`config.mk`:
```
export PLATFORM = sky130hd
export DESIGN_NAME = biu_arbiter
export DESIGN_NICKNAME = d
export VERILOG_FILES = /design/src/rtl/biu_arbiter.sv
export SDC_FILE = /design/constraint.sdc
export NUM_CORES = 1
export LEC_CHECK = 0
export ABC_AREA = 1
export BUFFER_PORTS_ARGS = -buffer_cell sky130_fd_sc_hd__buf_2
export CORE_ASPECT_RATIO = 1.4
export CORE_UTILIZATION = 65
export CTS_BUF_LIST = sky130_fd_sc_hd__clkbuf_2
export CTS_CLUSTER_DIAMETER = 100
export DETAILED_ROUTE_END_ITERATION = 16
export PLACE_DENSITY = 0.84
export SETUP_SLACK_MARGIN = 0.2
export SKIP_LAST_GASP = 1
export SLEW_MARGIN = 20
export SYNTH_ARGS = -nofsm -noshare
export SYNTH_HDL_FRONTEND = slang
export SYNTH_SLANG_ARGS = --single-unit
```
`constraint.sdc`:
```
create_clock -name clk -period 3.1 [get_ports clk]
set_clock_uncertainty 0.15 [all_clocks]
set_input_delay 0.31 -clock clk [delete_from_list [all_inputs] [get_ports clk]]
set_output_delay 0.31 -clock clk [all_outputs]
set_load 0.1 [all_outputs]
```
`src/rtl/biu_arbiter.sv`:
```
// biu_arbiter: round-robin bus arbiter with registered one-hot grant, turnaround gap and tenure timeout
module biu_arbiter #(
  parameter int NUM_MASTERS    = 4,
  parameter int TIMEOUT_CYCLES = 256,
  parameter int ID_WIDTH       = $clog2(NUM_MASTERS)
) (
  input  logic                   clk,
  input  logic                   n_rst,
  input  logic [NUM_MASTERS-1:0] i_req,
  output logic [NUM_MASTERS-1:0] o_grant,
  output logic [ID_WIDTH-1:0]    o_grant_id,
  output logic                   o_busy,
  output logic                   o_timeout
);
  localparam int CW = (TIMEOUT_CYCLES > 1) ? $clog2(TIMEOUT_CYCLES + 1) : 1;
  typedef enum logic [1:0] {IDLE, GRANT, TURN} state_t;
  state_t state, state_n;
  logic [NUM_MASTERS-1:0] lockout, lock_n, elig, grant_n;
  logic [ID_WIDTH-1:0] last_owner, last_n, id_n, win, idx;
  logic [CW-1:0] cnt, cnt_n;
  logic found, to_n;
  assign elig = i_req & ~lockout;
  // rotating-priority search starting just above the most recent owner
  always_comb begin
    win = '0;
    idx = '0;
    found = 1'b0;
    for (int i = 1; i <= NUM_MASTERS; i++) begin
      idx = ID_WIDTH'((int'(last_owner) + i) % NUM_MASTERS);
      if (!found && elig[idx]) begin
        win = idx;
        found = 1'b1;
      end
    end
  end
  // next-state and next-output logic; every output is registered below
  always_comb begin
    state_n = state;
    grant_n = o_grant;
    id_n    = o_grant_id;
    last_n  = last_owner;
    cnt_n   = cnt;
    to_n    = 1'b0;
    lock_n  = lockout & i_req;
    if (state == GRANT) begin
      if (!i_req[o_grant_id]) begin
        state_n = TURN;
        grant_n = '0;
      end else if (TIMEOUT_CYCLES != 0 && cnt == CW'(TIMEOUT_CYCLES)) begin
        state_n = TURN;
        grant_n = '0;
        to_n    = 1'b1;
        lock_n[o_grant_id] = 1'b1;
      end else begin
        cnt_n = (cnt == '1) ? cnt : cnt + 1'b1;
      end
    end else if (found) begin
      state_n = GRANT;
      grant_n = '0;
      grant_n[win] = 1'b1;
      id_n    = win;
      last_n  = win;
      cnt_n   = CW'(1);
    end else begin
      state_n = IDLE;
      grant_n = '0;
    end
  end
  // state and output registers with asynchronous active-low reset
  always_ff @(posedge clk or negedge n_rst) begin
    if (!n_rst) begin
      state      <= IDLE;
      o_grant    <= '0;
      o_grant_id <= '0;
      o_busy     <= 1'b0;
      o_timeout  <= 1'b0;
      lockout    <= '0;
      cnt        <= '0;
      last_owner <= ID_WIDTH'(NUM_MASTERS - 1);
    end else begin
      state      <= state_n;
      o_grant    <= grant_n;
      o_grant_id <= id_n;
      o_busy     <= |grant_n;
      o_timeout  <= to_n;
      lockout    <= lock_n;
      cnt        <= cnt_n;
      last_owner <= last_n;
    end
  end
endmodule

```
== After elaboration in Yosys (flattened, before gate mapping) ==
Index checks and enable logic that the tools add are counted.

* Flip-flop bits (word level): 25
* Latch bits: 0
* RAM bits: 0
* ROM bits: 0
* Output and inout bits: 8
* Word-level logic and storage cells: 86
* Memories: 0

* Add/sub/neg operators: 5
* $mul: 0
* Div/mod/pow operators: 0
* Order comparisons: 8
* Equality and inequality tests: 7
* Shift-type cells: 0
* Multiplexer cells: 41
* Bitwise logic cells: 5
* Reductions and logical operators: 12

{| class="wikitable"
|+ Operators by type and width
! cell !! number
|-
| 2-to-1 mux 9 bit || 5
|-
| 2-to-1 mux 4 bit || 7
|-
| equality test 9 bit, second input constant || 2
|-
| < comparator 2 x 3 -> 1 bit, second input constant || 6
|-
| 2-to-1 mux 1 bit || 15
|-
| 2-to-1 mux 2 bit || 7
|-
| binary-select mux 1 bit (select 2 bit) || 5
|-
| adder 9 x 1 -> 9 bit, second input constant || 1
|-
| bitwise AND 4 bit || 2
|-
| logical AND 1 bit || 5
|-
| adder 2 x 1 -> 2 bit, second input constant || 2
|-
| adder 2 bit, second input constant || 2
|-
| demux 1 bit (select 2 bit) || 2
|-
| greater-or-equal comparator 2 x 1 -> 1 bit, second input constant || 2
|-
| != test 2 bit, second input constant || 2
|-
| inverter 4 bit || 1
|-
| OR 4 bit || 1
|-
| AND reduction 4 bit || 1
|-
| OR reduction 4 bit || 1
|-
| zero test 1 bit || 3
|-
| != test 3 x 2 -> 1 bit, second input constant || 1
|-
| equality test 2 x 1 -> 1 bit, second input constant || 1
|-
| != test 2 x 1 -> 1 bit, second input constant || 1
|-
| AND reduction 2 bit || 1
|-
| other kinds (2) || 2
|}

== Longest topological paths before layout ==
* Word-level depth: 21
* Gate-level depth with buffers: 15

== Least setup slack after synthesis ==
Ideal clock, no wire load.

* Path kind: reg-to-reg
* From: register o_grant_id[0]
* To: register cnt[6]
* Data arrival time: 2.210 ns
* Data required time: 2.877 ns
* Setup slack: 0.666 ns
* Cell stages (with the launch flop): 14
* Period minus slack after synthesis: 2.434 ns
* Path through: dfrtp_1 -> inv_1 -> nor2_2 -> nand2_1 -> o21ai_1 -> o21ai_2 -> nor2_4 -> inv_2 -> nor2_4 -> inv_2 -> nand2_2 -> buf_6 -> nand2_2 -> a21oi_2

* Longest elaborated chain between the ends: 4

{| class="wikitable"
|+ Ends and longest elaborated chain
! what !! line !! source
|-
| start: declaration || 11 || <nowiki>output logic [ID_WIDTH-1:0] o_grant_id,</nowiki>
|-
| start signal: assignment || 83 || <nowiki>o_grant_id <= id_n;</nowiki>
|-
| binary-select mux 1 bit (select 2 bit) || 46 || <nowiki>if (!i_req[o_grant_id]) begin</nowiki>
|-
| 2-to-1 mux 1 bit (implied by the code) || 46 ||
|-
| != test 2 x 1 -> 1 bit (no line) || - ||
|-
| AND reduction 4 bit (no line) || - ||
|-
| end signal: assignment || 87 || <nowiki>cnt <= cnt_n;</nowiki>
|-
| end: declaration || 20 || <nowiki>logic [CW-1:0] cnt, cnt_n;</nowiki>
|}

No other way between the ends. The select of a mux whose other input is x is not followed.
A chain may end at the register's enable or synchronous reset.

== Worst setup path after layout ==
* From: register cnt[1]
* To: register cnt[7]

* Longest elaborated chain between the ends: 5
* Elaborated cells between the ends (all ways): 10

{| class="wikitable"
|+ Ends and longest elaborated chain
! what !! line !! source
|-
| adder 9 x 1 -> 9 bit || 55 || <nowiki>cnt_n = (cnt == '1) ? cnt : cnt + 1'b1;</nowiki>
|-
| 2-to-1 mux 9 bit || 55 ||
|-
| 2-to-1 mux 9 bit || 49 || <nowiki>end else if (TIMEOUT_CYCLES != 0 && cnt == CW'(TIMEOUT_CYCLES)) begin</nowiki>
|-
| 2-to-1 mux 9 bit || 46 ||
|-
| 2-to-1 mux 9 bit || 45 || <nowiki>if (state == GRANT) begin</nowiki>
|}

Parallel ways exist; a longest one is shown, timed or not. The select of a mux whose other input is x is not followed.

==> summary.md <==
| Metric | Value |
|---|---|
| Net total in the final layout | 223 |
| Synth top area cells | sky130_fd_sc_hd__dfrtp_1 36%, sky130_fd_sc_hd__nand2_1 9.4%, sky130_fd_sc_hd__inv_1 6.1% |
| Number of port buffers | 13 |
| Synthesized cell area | 0.00159 mm2 |
| Buffers and inverters on the worst path | 1 |
| Clock H-tree levels | 1 |
| Transition at the pin with the smallest max-transition slack | 544 ps |
| Peak per-stage delay on the critical path | 440 ps |
| Via count of the first global-routing pass | about 1300 |
| Final count of hold timing violations | 0 |
| Class of the tightest hold or removal check | in -> reg |
| Total Wirelength | 3240 um |
| Placed insts | 230 |
| Total power after layout | around 1.8 mW |
| Synthesized area per cell | 8.07 um2 |
| Met1 track utilization from global routing | 0.298 |
| Pwr/cell area | between 1000 and 1500 mW/mm2 |
| Classification of the worst setup path | reg -> reg |
| Initial core utilization | 0.706 |
| Detail Route Antenna Nets | 0 |
| Number of cells on the worst hold path | 3 |
| Syn Inst Count | 197 |
| DIE HEIGHT | 60.5 um |
| Library cell occupying the most area in the post-synthesis netlist | sky130_fd_sc_hd__dfrtp_1 |
| Series of cell instances along the critical path | ha_1 -> nand2_1 -> nor3_1 -> nand2_1 -> nor2_1 -> ha_1 -> nor2_4 -> inv_2 -> nand2_2 -> nand2_1 -> o21ai_2 |
| Clock Root Buffer | sky130_fd_sc_hd__clkbuf_2 |
| Leading cell type in the layout, fill and taps excluded | sky130_fd_sc_hd__nand2_1 |
| Met3 Track Usage GR | 0.0268 |
| Final instance count without filler cells | 235 |
| Count of yosys warnings during synthesis | 0 |
| Final Critical Period | 2160 ps |
| DRC violations left | 3 |
| Sinks on the clock net | 25 |
| Average wire length per cell after detail routing | 13.8 um |
| Max Clock Freq | between 400 and 500 MHz |
| GR Util All Layers | 0.272 |
| Area of the die | 0.00265 mm2 |
| Kind of start point of the critical path | register |
| Final standard cell utilization of the core | 0.750 |
| Critical Path Stages | 11 |
| Grt peak-use layer | met2 |
| VDD IR max | between 0.6 and 0.7 mV |
| CP endpoint kind | register |
| Critical Path Most Common Cell | sky130_fd_sc_hd__nand2_1 |
| Wire length of the first global-routing pass | 5330 um |
| Fraction of the cycle the final worst path needs | 0.698 |
| Hold Slack | 102 ps |
| Total of endpoints with negative setup slack in the final report | 0 |
| Synthesis-stage register bit count | 25 |
| Total inserted antenna cells | 0 |
| Avg Vias per Cell | 5.74 |
| Rel. slew slack | 0.637 |
| Starting DRC count in detailed routing | 56 |
| Max Slew Vio Count | 0 |
| Outcome | complete, but fails checks |
| Register area share after synthesis | 0.395 |
| Detailed-route via count | 1350 |
| TritonCTS clock tree | done |
| Endpoint arrival time on the critical path | 2280 ps |
| Fraction of final layout cells sized beyond drive strength 1 | 0.277 |
| Placeable core area | ~0.0023 mm2 |
| Failing checks | design-rule violations |
| I/O pins | 14 |
| Required time of the critical path | approximately 3200 ps |
| Placed wire-length estimate after detailed placement | 2550 um |
| Commonest cells after routing, fill and taps aside | 40 x sky130_fd_sc_hd__nand2_1, 26 x sky130_fd_sc_hd__inv_1, 23 x sky130_fd_sc_hd__dfrtp_1, 18 x sky130_fd_sc_hd__nand3_1, 14 x sky130_fd_sc_hd__nor2_1 |
| Unrepaired setup endpoints after global routing | no |
| Area share of the largest cell type after synthesis | 0.362 |
| Synth cell types | 29 |
| Max Cap Viol | 0 |
| Final worst setup slack | about 940 ps |
| Width of the chip | around 44 um |
| Post-place setup slack | 975 ps |
| Net count after synthesis | 206 |
| Growth of design area from synthesis to finish | 6.30% |
| # rows | 20 |
| Post-route design area | 0.00169 mm2 |
| Critical-path top delay cell | sky130_fd_sc_hd__dfrtp_1 |
| Final estimated routing congestion in global placement | 0.927 |
| Clock buffer count from CTS | 3 |
| Lkg Pwr | 0.839 nW |
| Final global-route overflow total | 0 |
| Antenna violations before repair | 0 |
| GR Util met2 | 0.527 |
| Area post-placement | 0.00166 mm2 |
| Number of cells on the worst reg-to-reg path | 11 |
| Maximum number of pins on one net before global-route repair | 26 |
| Buffer levels on the longest clock path | 2 |
| Reg clk slew, reported paths | about 230 ps |
| Final total negative setup slack | 0 ps |
| Clock latency on the worst-skew pair | about 340 ps |
| Crit-path leading delay family | simple AND/OR/NAND/NOR gates |
| 1st-pass router iterations | 10 |
| Crit-path max FO | 11 |
layout make-up:
type / instances / area [um2]
Multi-Input combinational cell: 139 / 815
Inverter: 31 / 124
Sequential cell: 25 / 628
Fill cell: 167 / 563
Tap cell: 22 / 27.5
Clock buffer: 3 / 15.0
Clock inverter: 1 / 5.00
Timing Repair Buffer: 14 / 75.1
final timing paths:
path,to,startpoint,slack [ps]
max in group asynchronous,last_owner[1],n_rst,2140
hold reg to reg,o_grant[2],o_grant[2],380
hold / removal,lockout[0],i_req[0],100
setup reg to reg,cnt[7],cnt[1],940
setup / recovery,cnt[7],cnt[1],940
min in group asynchronous,lockout[0],n_rst,290
flip-flops by register name, indices dropped and copies added, names as in the netlist:
signal	count
cnt	9
lockout	4
o_grant	4
last_owner	2
o_grant_id	2
state	2
o_busy	1
o_timeout	1
cell families after synthesis:
group	Yosys count	share of synthesized area
flops	25	0.395
buf+inv	33	0.0921
xor+xnor	4	0.0220
fa+ha+maj	3	0.0236
simple gates	110	0.367
compound gates	22	0.100
timing repair:
item,in CTS,in global routing
endpoints found under the hold margin,23,0
hold buffers,1,0
setup buffers,0,0
gates resized for setup,0,0
tightest hold or removal path, stage by stage:
cell and delay, ps:
sky130_fd_sc_hd__buf_2 120, sky130_fd_sc_hd__inv_1 70, sky130_fd_sc_hd__o22ai_1 80
power breakdown:
group          switching, mW  internal (mW)
sequential            0.0794          0.420
combinational          0.910          0.310
clock                 0.0964         0.0293
total                   1.09          0.760
routing by layer:
| layer | vias to the layer above | wire length (um) |
|---|---|---|
| met4 | 0 | 63 |
| li1 | 669 | - |
| met1 | 646 | 1270 |
| met5 | - | 0 |
| met3 | 8 | 79 |
| met2 | 27 | 1820 |
synth_stat cells:
cell	count
sky130_fd_sc_hd__o21ai_4	1
sky130_fd_sc_hd__o22ai_1	3
sky130_fd_sc_hd__and2_1	2
sky130_fd_sc_hd__inv_1	26
sky130_fd_sc_hd__nand3_4	2
sky130_fd_sc_hd__inv_8	1
sky130_fd_sc_hd__nand2_4	2
sky130_fd_sc_hd__o21ai_0	5
sky130_fd_sc_hd__a21oi_1	3
sky130_fd_sc_hd__inv_2	4
sky130_fd_sc_hd__o21ai_2	5
sky130_fd_sc_hd__nand2_2	13
sky130_fd_sc_hd__nor3_1	4
sky130_fd_sc_hd__nor2_1	14
sky130_fd_sc_hd__a21oi_2	1
sky130_fd_sc_hd__nand3_1	18
sky130_fd_sc_hd__nand3_2	4
sky130_fd_sc_hd__dfrtp_1	23
sky130_fd_sc_hd__nand4_1	5
sky130_fd_sc_hd__a22o_1	1
sky130_fd_sc_hd__o22ai_2	1
sky130_fd_sc_hd__dfstp_2	2
sky130_fd_sc_hd__nand2_1	40
sky130_fd_sc_hd__xor2_1	4
sky130_fd_sc_hd__nor2_2	4
sky130_fd_sc_hd__nor2_4	2
sky130_fd_sc_hd__ha_1	3
sky130_fd_sc_hd__o21ai_1	2
sky130_fd_sc_hd__buf_6	2
(Power assumes the default switching activity.)
